**config.mk**
```make
export PLATFORM = sky130hd
export DESIGN_NAME = mac_accumulator_flat
export DESIGN_NICKNAME = d
export VERILOG_FILES = /design/src/rtl/mac_if.sv /design/src/rtl/mac_accumulator.sv /design/src/flat_wrapper.sv
export SDC_FILE = /design/constraint.sdc
export NUM_CORES = 1
export LEC_CHECK = 0
export CAP_MARGIN = 20
export CORE_MARGIN = 5
export CORE_UTILIZATION = 46
export DETAILED_ROUTE_END_ITERATION = 12
export PLACE_DENSITY = 0.72
export SLEW_MARGIN = 10
export SYNTH_ARGS = -nofsm -noshare
export SYNTH_HDL_FRONTEND = slang
export SYNTH_SLANG_ARGS = --single-unit
```
**constraint.sdc**
```tcl
create_clock -name clk -period 3.1 [get_ports clk]
set_clock_uncertainty 0.05 [all_clocks]
set_input_delay 0.62 -clock clk [delete_from_list [all_inputs] [get_ports clk]]
set_output_delay 0.62 -clock clk [all_outputs]
set_load 0.01 [all_outputs]
```
**src/rtl/mac_if.sv**
```systemverilog
// Handshake and result bundle between the 2x2 multiplier/controller and mac_accumulator.
// valid/ready: a product transfers on a rising edge where prod_valid && prod_ready;
// the master holds prod_in stable while prod_valid is high and prod_ready is low.
interface mac_if #(
    parameter int PROD_W = 4,
    parameter int ACC_W  = 8
);
    logic              start;
    logic [3:0]        len;
    logic [PROD_W-1:0] prod_in;
    logic              prod_valid;
    logic              prod_ready;
    logic [ACC_W-1:0]  acc_out;
    logic              busy;
    logic              done;
    logic              overflow;
    logic [1:0]        state_dbg;

    modport master (
        output start, len, prod_in, prod_valid,
        input  prod_ready, acc_out, busy, done, overflow, state_dbg
    );

    modport slave (
        input  start, len, prod_in, prod_valid,
        output prod_ready, acc_out, busy, done, overflow, state_dbg
    );
endinterface

```
**src/rtl/mac_accumulator.sv**
```systemverilog
// Sums a programmed number of unsigned products into a wider register with a sticky overflow flag.
// Optional MAC_ACC_SATURATE_EN: clamp the result at the maximum on carry-out instead of wrapping.
module mac_accumulator #(
    parameter int PROD_W = 4,
    parameter int ACC_W  = 8
) (
    input  logic clk,
    input  logic rst,
    mac_if.slave bus
);
    typedef enum logic [1:0] {
        IDLE  = 2'd0,
        ACCUM = 2'd1,
        DONE  = 2'd2
    } state_t;

    state_t           state;
    logic [3:0]       rem;
    logic [ACC_W-1:0] acc;
    logic             ovf;
    logic             ready_q;
    logic             busy_q;
    logic             done_q;

    logic [ACC_W:0]   sum;
    logic [ACC_W-1:0] next_acc;

    always_comb begin
        sum = {1'b0, acc} + {{(ACC_W + 1 - PROD_W){1'b0}}, bus.prod_in};
`ifdef MAC_ACC_SATURATE_EN
        // Once clamped, the result stays pinned at the maximum for the rest of the run.
        next_acc = (sum[ACC_W] || ovf) ? {ACC_W{1'b1}} : sum[ACC_W-1:0];
`else
        next_acc = sum[ACC_W-1:0];
`endif
    end

    always_ff @(posedge clk or posedge rst) begin
        if (rst) begin
            state   <= IDLE;
            rem     <= '0;
            acc     <= '0;
            ovf     <= 1'b0;
            ready_q <= 1'b0;
            busy_q  <= 1'b0;
            done_q  <= 1'b0;
        end else begin
            case (state)
                IDLE: begin
                    if (bus.start) begin
                        rem    <= bus.len;
                        acc    <= '0;
                        ovf    <= 1'b0;
                        busy_q <= 1'b1;
                        if (bus.len == 4'd0) begin
                            state  <= DONE;
                            done_q <= 1'b1;
                        end else begin
                            state   <= ACCUM;
                            ready_q <= 1'b1;
                        end
                    end
                end
                ACCUM: begin
                    if (bus.prod_valid) begin
                        acc <= next_acc;
                        ovf <= ovf | sum[ACC_W];
                        rem <= rem - 4'd1;
                        if (rem == 4'd1) begin
                            state   <= DONE;
                            ready_q <= 1'b0;
                            done_q  <= 1'b1;
                        end
                    end
                end
                DONE: begin
                    state  <= IDLE;
                    done_q <= 1'b0;
                    busy_q <= 1'b0;
                end
                default: begin
                    state   <= IDLE;
                    ready_q <= 1'b0;
                    busy_q  <= 1'b0;
                    done_q  <= 1'b0;
                end
            endcase
        end
    end

    assign bus.prod_ready = ready_q;
    assign bus.busy       = busy_q;
    assign bus.done       = done_q;
    assign bus.acc_out    = acc;
    assign bus.overflow   = ovf;
    assign bus.state_dbg  = state;
endmodule

```
**src/flat_wrapper.sv**
```systemverilog
// flat-port wrapper written by rule: the top's interface ports become plain ports
module mac_accumulator_flat 
#(
    parameter int PROD_W = 4,
    parameter int ACC_W  = 8
)
  (clk, rst, bus_start, bus_len, bus_prod_in, bus_prod_valid, bus_prod_ready, bus_acc_out, bus_busy, bus_done, bus_overflow, bus_state_dbg);
  mac_if #(.PROD_W(PROD_W), .ACC_W(ACC_W)) bus_i ();
  input  logic clk;
  input  logic rst;
  input wire logic [$bits(bus_i.start)-1:0] bus_start;
  input wire logic [$bits(bus_i.len)-1:0] bus_len;
  input wire logic [$bits(bus_i.prod_in)-1:0] bus_prod_in;
  input wire logic [$bits(bus_i.prod_valid)-1:0] bus_prod_valid;
  output wire logic [$bits(bus_i.prod_ready)-1:0] bus_prod_ready;
  output wire logic [$bits(bus_i.acc_out)-1:0] bus_acc_out;
  output wire logic [$bits(bus_i.busy)-1:0] bus_busy;
  output wire logic [$bits(bus_i.done)-1:0] bus_done;
  output wire logic [$bits(bus_i.overflow)-1:0] bus_overflow;
  output wire logic [$bits(bus_i.state_dbg)-1:0] bus_state_dbg;
  assign bus_i.start = bus_start;
  assign bus_i.len = bus_len;
  assign bus_i.prod_in = bus_prod_in;
  assign bus_i.prod_valid = bus_prod_valid;
  assign bus_prod_ready = bus_i.prod_ready;
  assign bus_acc_out = bus_i.acc_out;
  assign bus_busy = bus_i.busy;
  assign bus_done = bus_i.done;
  assign bus_overflow = bus_i.overflow;
  assign bus_state_dbg = bus_i.state_dbg;
  mac_accumulator #(.PROD_W(PROD_W), .ACC_W(ACC_W)) u_core (.clk(clk), .rst(rst), .bus(bus_i));
endmodule
```
==> run_results.csv <==
group,metric,value,unit
outcome,status,"finished, final reports clean",
grt,grt_usage,0.1492,
clock_tree,cts_root_buffer,"clkbuf_4",
sta,setup_violations,0,
critical_path,startpoint,"bus_prod_in[0]",
final_layout,nets,154,
placed_design,dp_cells,158,
logic_synthesis,ys.flop_type,"dfrtp_1",
sta,worstMarginPinSlew,0.6723,ns
final_layout,synthToLayoutAreaGrowth,28.26,%
critical_path,r2r_start,"u_core.bus.acc_out[0]",
critical_path,required,3.25,ns
grt,grt_overflow_total,0,
power_and_ir_drop,p_seq_frac,0.374,
critical_path,cp.arrival,2.43,ns
sta,clock.fmax,0.4385,GHz
critical_path,endpoint_kind,"register",
critical_path,timing.rr.end,"u_core.bus.overflow",
floorplan,die_h,57.66,um
hold_path,min_path_type,"register to register",
power_and_ir_drop,vdd_drop_max,0.0005007,V
power_and_ir_drop,p_sw_frac,0.4044,
drt,drt-wirelength-per-cell,13.59,um
floorplan,fp-row-count,17,
logic_synthesis,synth.distinct_cells,37,
logic_synthesis,synth_top_cell_by_area,"dfrtp_1",
placed_design,io_buffers,25,
drt,avgViaCountPerCell,5.500,
placed_design,hpwl,1720,um
sta,setup_tns,0,ns
logic_synthesis,synth_top_area_share,0.4311,
logic_synthesis,yosysSeqAreaShare,0.4311,
logic_synthesis,ys_async_sr_fraction,1.000,
power_and_ir_drop,internal_power,0.6742,mW
final_layout,final_util,0.6117,
power_and_ir_drop,p_clk_frac,0.128,
drt,dr.pass1.iters,4,
clock_tree,cts_tree,"built",
critical_path,crit_type,"input pin to register",
floorplan,die_x,57.66,um
logic_synthesis,syn-num-nets,128,
logic_synthesis,post_synth_inst_count,109,
placed_design,place.gp.congestion,0.7955,
sta,hold_viol,0,
hold_path,hold_path_end,"u_core.bus.overflow",
final_layout,diodes,0,
power_and_ir_drop,power.density,844.7,mW/mm^2
job,max_cap_viol_count,0,
clock_tree,worst_setup_hold_path_clk_slew,0.10,ns
power_and_ir_drop,switchingPower,0.4577,mW
sta,rsz0062_at_grt,"no",
logic_synthesis,yosysWarningCount,0,
drt,vias,891,
sta,period_share,0.7356,
hold_path,hp-start,"u_core.bus.overflow",
grt,grt_pass1_wl,3891,um
sta,max-slew-margin-rel,0.5513,
power_and_ir_drop,p_leak,0.6063,nW
logic_synthesis,synth-edff-count,0,
clock_tree,clock_latency,0.29,ns
floorplan,start_util,0.4769,
logic_synthesis,synth_top_cells_by_area,"dfrtp_1 (43%), ha_1 (7.2%), o21ai_0 (5.3%)",
drt,finalWirelength,2202,um
logic_synthesis,synth_common_cells,"dfrtp_1 (18), o21ai_0 (11), a21oi_1 (10), nand2_1 (10), nor2_1 (7)",
grt,grt_pass1_vias,859,
logic_synthesis,post-synth-top-count-cell,"dfrtp_1",
critical_path,rrSetupSlack,1.11,ns
clock_tree,hold_buffers,0,
drt,first_iter_violations,11,
clock_tree,cts_sinks,18,
power_and_ir_drop,power.total,1.132,mW
critical_path,start_kind,"input pin",
floorplan,io_pins,26,
power_and_ir_drop,p_comb_frac,0.498,
final_layout,fill_cells,211,
clock_tree,cts_max_level,1,
drt,antenna_left,0,
logic_synthesis,avgSynthCellArea,9.585,um^2
floorplan,die_area,0.003324,mm^2
logic_synthesis,synth-seq-cells,18,
clock_tree,cts_setup_buffers,0,
clock_tree,clk_path_buf_depth,2,
critical_path,reg2reg_depth,6,
critical_path,critPathMaxFanout,5,
sta,fin_crit,2.280,ns
hold_path,hold_path_depth,1,
final_layout,stdcell_count,162,
floorplan,core_area,0.002191,mm^2
drt,drc_errors,0,
clock_tree,post_cts_resize_count,0,
grt,antenna_found_initial,0,
final_layout,layout-drive-gt1-share,0.07463,
grt,grt_max_degree,19,
clock_tree,cts-buffers-inserted,3,
logic_synthesis,syn-cell-area,0.001045,mm^2
sta,drv_slew,0,
==> placed cells by master (no fill, tap or decap), types with 2 or more instances in the layout <==
| master | synthesis | layout |
|---|---|---|
| o31ai_1 | 2 | 2 |
| dfrtp_1 | 18 | 18 |
| clkdlybuf4s50_1 | 0 | 25 |
| nor4_1 | 2 | 2 |
| nor2_1 | 7 | 7 |
| o211ai_1 | 2 | 2 |
| a22o_1 | 2 | 2 |
| clkbuf_4 | 0 | 3 |
| a21o_1 | 3 | 3 |
| inv_1 | 6 | 6 |
| a21oi_1 | 10 | 10 |
| o21ai_0 | 11 | 11 |
| o21bai_1 | 2 | 2 |
| nor2b_1 | 3 | 3 |
| nand2_1 | 10 | 10 |
| ha_1 | 6 | 6 |
| a211oi_1 | 2 | 2 |
==> layout make-up <==
cell class	count	area, um^2	area share
Inverter	6	22.52	0.01681
Clock buffer	4	36.28	0.02708
Timing Repair Buffer	25	250.2	0.1867
Sequential cell	18	450.4	0.3361
Multi-Input combinational cell	81	545.5	0.4071
Tap cell	28	35.03	0.02614
==> metrics by stage <==
stage	setup slack (ns)	hold WS, ns	instance area, um^2
4_1_cts	0.8328	0.4641	1340
6_report	0.8195	0.4568	1340
5_1_grt	0.7257	0.4855	1340
2_1_floorplan	1.078	0.4223	1045
3_5_place_dp	0.5234	0.4397	1304
3_3_place_gp	0.5691	0.4173	1304
==> cell families (layout without fill, tap and decap cells) <==
logic type	count (synthesis)	count (layout)	share of synthesized area
AND/OR/NAND/NOR	32	32	0.1713
XOR/XNOR	1	1	0.008385
multiplexers	1	1	0.009581
adder cells (fa/ha/maj)	7	7	0.09102
AO/OA/AOI/OAI	40	40	0.2419
buffers and inverters	10	35	0.04671
flip-flops	18	18	0.4311
==> routing by layer <==
layer	global-route usage	wire length, um	up-vias
li1	-	-	449
met1	0.1941	979	425
met2	0.2484	1124	15
met3	0.04232	86	2
met4	0.02980	11	0
met5	0	0	-
==> sequential cells by signal, indices dropped and copies added (netlist names) <==
name                   flops
u_core.bus.busy            1
u_core.rem                 4
u_core.bus.acc_out         8
u_core.bus.done            1
u_core.bus.prod_ready      1
u_core.bus.state_dbg       2
u_core.bus.overflow        1
==> worst max-delay path by stage <==
stage | endpoint | slack (ns)
2_1_floorplan | u_core.bus.overflow | 1.08
6_report | u_core.bus.overflow | 0.82
5_1_grt | u_core.bus.acc_out[6] | 0.73
3_3_place_gp | u_core.bus.overflow | 0.57
3_5_place_dp | u_core.bus.overflow | 0.52
4_1_cts | u_core.bus.overflow | 0.83
==> power by group through the flow <==
stage | combinational (mW) | clock, mW | sequential (mW)
2_1_floorplan | 0.373 | 0 | 0.422
3_3_place_gp | 0.555 | 0 | 0.425
3_5_place_dp | 0.562 | 0 | 0.430
4_1_cts | 0.569 | 0.150 | 0.424
5_1_grt | 0.640 | 0.162 | 0.444
6_report | 0.563 | 0.145 | 0.424
==> worst max-delay path: stages <==
cell and delay, ns:
clkdlybuf4s50_1 0.40, ha_1 0.22, fa_1 0.43, a21o_1 0.18, a21oi_1 0.31, nor4_1 0.08, a21o_1 0.17
(Power assumes the default switching activity.)
==> RTL change 1: new RTL, same flow settings <==
Add a define of `MAC_ACC_SATURATE_EN`.
--- a/src/rtl/mac_accumulator.sv
+++ b/src/rtl/mac_accumulator.sv
@@ -1,5 +1,7 @@
 // Sums a programmed number of unsigned products into a wider register with a sticky overflow flag.
 // Optional MAC_ACC_SATURATE_EN: clamp the result at the maximum on carry-out instead of wrapping.
+`define MAC_ACC_SATURATE_EN
+
 module mac_accumulator #(
     parameter int PROD_W = 4,
     parameter int ACC_W  = 8
Check against the original RTL: no difference found for any inputs over 10 cycles, from zero or initial values and one cycle with rst high; that may be too few to reach the edited logic, so the function may still have changed.
==> RTL change 1 against the original RTL <==
Wire length rose by 11%; cell area rose by 4.8%; area after synthesis rose by 7.2%; sequential cell count did not move; critical path depth did not move; global-route usage rose by 0.73 points; maximum frequency rose by 4.0%; sequential power rose by 3%; worst setup slack improved by 0.087 ns; largest power group unchanged; critical endpoint is now u_core.bus.acc_out[6]$_DFFE_PP0P_; largest cell class unchanged; total power rose by 9.1%.
==> RTL change 1: results (changes against the original RTL) <==
synth.area.top_cells: "dfrtp_1 40%, o21ai_0 7.2%, ha_1 6.7%, a21oi_1 4.9%, nand2_1 3.4%"
reg2reg_depth: 6  # unchanged
cts_root_buffer: "clkbuf_4"
clk_latency_ns: 0.29  # about the same
drt_iter0_drc: 27  # +16
tightest_slew_ns: 0.6906  # +0.01838 ns
ys_seq_area_frac: 0.4022  # -0.02890
antenna_found_initial: 0  # unchanged
io_buffers: 25  # unchanged
grt_usage: 0.1564  # +0.007263
grt.met1_usage: 0.1743  # -0.01983
syn_nets: 145  # +13%
dp_hpwl_um: 1882  # +9.4%
crit_arrival_ns: 2.31  # -0.12 ns
cts_resized: 0  # unchanged
crit_end: "u_core.bus.acc_out[6]$_DFFE_PP0P_"
path_clk_slew_ns: 0.11
synth-async-reset-ratio: 1.000  # unchanged
r2r-start: "u_core.bus.acc_out[0]$_DFFE_PP0P_"
postCtsSetupBuffers: 0  # unchanged
yosysUniqueCellTypes: 38  # +2.7%
synth_commonest_cells: "18 x dfrtp_1, 16 x o21ai_0, 11 x a21oi_1"
status: "finished clean"
fillerInstances: 204  # -3.3%
reg2reg_slack_ns: 1.21  # +0.10 ns
gp_congestion: 0.7770  # -2.3%
wirelength_um: 2455  # +11%
finalCritPeriodShare: 0.7076  # -0.02802
placed_cells: 173  # +9.5%
grt_max_degree: 19  # unchanged
grtUsageMet3: 0.02614  # -0.01617
drtPass1Iterations: 6  # +2
crit_family: "adder cells"
hold_slack_ns: 0.4745  # +0.01769 ns
num_vias: 982  # +10%
dp_worst_setup_slack_ns: 0.5831  # +0.05973 ns
antennaDiodeCount: 0  # unchanged
grt_pass1_vias: 1013  # +18%
cts_buffer_depth: 2  # unchanged
hold_class: "reg -> reg"
cts-buffers-inserted: 3  # unchanged
placed_area_mm2: 0.001368  # +4.9%
p_leak_nw: 0.6110  # +0.78%
drive_above_1_share: 0.05369  # -0.02094
cp_slowest_stage_delay_ns: 0.41  # -0.02 ns
grt_pass1_wl_um: 4243  # +9.0%
syn_area_per_cell_um2: 8.887  # -7.3%
peakVddDrop_uv: 628.7  # +26%
critPathLaunch: "bus_prod_in[0]"
crit_fanout: 7  # +2
largest_reg_flops: 8  # unchanged
groute.layer.met2.usage: 0.2855  # +0.03710
stdcell_count: 177  # +9.3%
htree_num_levels: 1  # unchanged
synth-warning-count: 0  # unchanged
cp_slowest_cell: "fa_1"
[RTL change 1: worst min-delay path by stage]
stage,cells past startpoint,startpoint,to
after floorplan,2,u_core.rem[1]$_DFFE_PP0P_,u_core.rem[1]$_DFFE_PP0P_
after global placement,2,u_core.rem[1]$_DFFE_PP0P_,u_core.rem[1]$_DFFE_PP0P_
after detailed placement,2,u_core.rem[1]$_DFFE_PP0P_,u_core.rem[1]$_DFFE_PP0P_
after CTS,2,u_core.bus.done$_DFFE_PP0P_,u_core.bus.done$_DFFE_PP0P_
after global routing,2,u_core.bus.acc_out[3]$_DFFE_PP0P_,u_core.bus.acc_out[3]$_DFFE_PP0P_
final,2,u_core.rem[1]$_DFFE_PP0P_,u_core.rem[1]$_DFFE_PP0P_
[RTL change 1: cells by family after synthesis]
| kind of cell | after synthesis | synth area share |
|---|---|---|
| AO/OA/AOI/OAI | 45 | 0.2514 |
| AND/OR/NAND/NOR | 41 | 0.1933 |
| flip-flops | 18 | 0.4022 |
| buffers and inverters | 14 | 0.06033 |
| adder cells (fa/ha/maj) | 7 | 0.08492 |
| XOR/XNOR | 1 | 0.007823 |
[RTL change 1: power breakdown]
part / switching [mW] / leakage, nW / internal (mW)
Combinational: 0.326 / 0.362 / 0.327
Clock: 0.0741 / 0.0210 / 0.0715
Sequential: 0.106 / 0.228 / 0.329
[RTL change 1: area by class of cell]
class	count	area [um2]	area share
well taps	28	35.03	0.02496
inverters	8	30.03	0.02139
multi-input cells	94	601.8	0.4287
repair buffers	25	250.2	0.1783
clock buffers	4	36.28	0.02585
flip-flops and latches	18	450.4	0.3209
[RTL change 1: metal layers]
metal,routed length (um),vias to the layer above
met1,1046,467
met2,1276,16
met3,106,4
met5,0,-
met4,26,0
li1,-,495
==> RTL change 2: new RTL, same flow settings <==
Made on the original files. Reset style: synchronous (`rst`), changed in one clocked block.
--- a/src/rtl/mac_accumulator.sv
+++ b/src/rtl/mac_accumulator.sv
@@ -35,7 +35,7 @@
 `endif
     end
 
-    always_ff @(posedge clk or posedge rst) begin
+    always_ff @(posedge clk) begin
         if (rst) begin
             state   <= IDLE;
             rem     <= '0;
Check against the original RTL: differs if rst is asserted again (counterexample within 4 cycles, from zero or initial values and one cycle with rst high); with rst held inactive, the same outputs for 10 cycles.
==> RTL change 2 against the original RTL <==
Critical path depth unchanged; area after synthesis down 4.6%; worst hold slack worse by 0.031 ns; worst setup slack better by 0.049 ns; wire length up 8.0%; sequential cell count unchanged; cell area down 3.9%; critical path type unchanged.
Power is not compared: it rests on default switching activity, and its combinational part moved more than twofold at a synthesized area within 25%.
==> RTL change 2: results (changes against the original RTL) <==
status: "finished clean"
dp_worst_setup_slack_ns: 0.5989  # +0.07549 ns
grt_max_degree: 18  # -1
groute.layer.met2.usage: 0.2690  # +0.02059
grt_pass1_wl_um: 4271  # +9.8%
min_to: "u_core.bus.done$_SDFFE_PP0P_"
synth_commonest_cells: "18 x dfxtp_1, 11 x nor2_1, 9 x a21oi_1"
fillerInstances: 199  # -5.7%
wl_met3_um: 108  # +26%
drive_above_1_share: 0.04965  # -0.02498
synth.area.top_cells: "dfxtp_1 36%, ha_1 7.5%, a21oi_1 4.5%, nor2_1 4.1%, mux2i_1 3.0%"
cp_slowest_cell: "clkdlybuf4s50_1"
synth-async-reset-ratio: 0  # -1.000
crit_fanout: 3  # -2
signal_buffers: 26  # +4.0%
multi_input_area_share: 0.4480  # +0.04091
multi_input_cells: 87  # +7.4%
grtUsageMet3: 0.03440  # -0.007913
grt_pass1_vias: 967  # +13%
register_area_um2: 360.3  # -20%
slew_headroom: 0.5376  # -0.01376
wl_per_cell_um: 14.15  # +4.1%
wl_met1_um: 1082  # +11%
hold_slack_ns: 0.4258  # -0.03098 ns
cp_slowest_stage_delay_ns: 0.40  # -0.03 ns
synthCells: 117  # +7.3%
vias_per_cell: 5.583  # +1.5%
syn_area_per_cell_um2: 8.523  # -11%
finalCritPeriodShare: 0.7198  # -0.01587
min-delay-start: "u_core.bus.done$_SDFFE_PP0P_"
wirelength_um: 2378  # +8.0%
syn_nets: 136  # +6.3%
r2r_end: "u_core.bus.overflow$_SDFFE_PP0P_"
grt_usage: 0.1642  # +0.01504
buffer_area_frac: 0.2002  # +0.01345
r2r-start: "u_core.bus.acc_out[0]$_SDFFE_PP0P_"
crit_family: "adder cells"
reg2reg_slack_ns: 1.24  # +0.13 ns
-- RTL change 2: cell types whose count changed after synthesis, sizes merged, moves of 3 or more --
cell,before,now
nor2,8,11
nor3,1,6
or3,0,3
dfrtp,18,0
dfxtp,0,18
o21ai,11,5
-- RTL change 2: power by group through the flow --
| stage | combinational (mW) | clock [mW] | sequential (mW) |
|---|---|---|---|
| 6_report | 0.153 | 0.146 | 0.270 |
| 5_1_grt | 0.174 | 0.162 | 0.274 |
| 4_1_cts | 0.154 | 0.149 | 0.270 |
| 3_5_place_dp | 0.153 | 0 | 0.276 |
| 3_3_place_gp | 0.150 | 0 | 0.274 |
| 2_1_floorplan | 0.103 | 0 | 0.271 |
-- RTL change 2: logic make-up after synthesis --
logic type / after synthesis / synth area share
multiplexers: 4 / 0.04141
buffers and inverters: 12 / 0.06022
adder cells (fa/ha/maj): 7 / 0.09536
flip-flops: 18 / 0.3614
XOR/XNOR: 1 / 0.008785
AO/OA/AOI/OAI: 32 / 0.2146
AND/OR/NAND/NOR: 43 / 0.2183
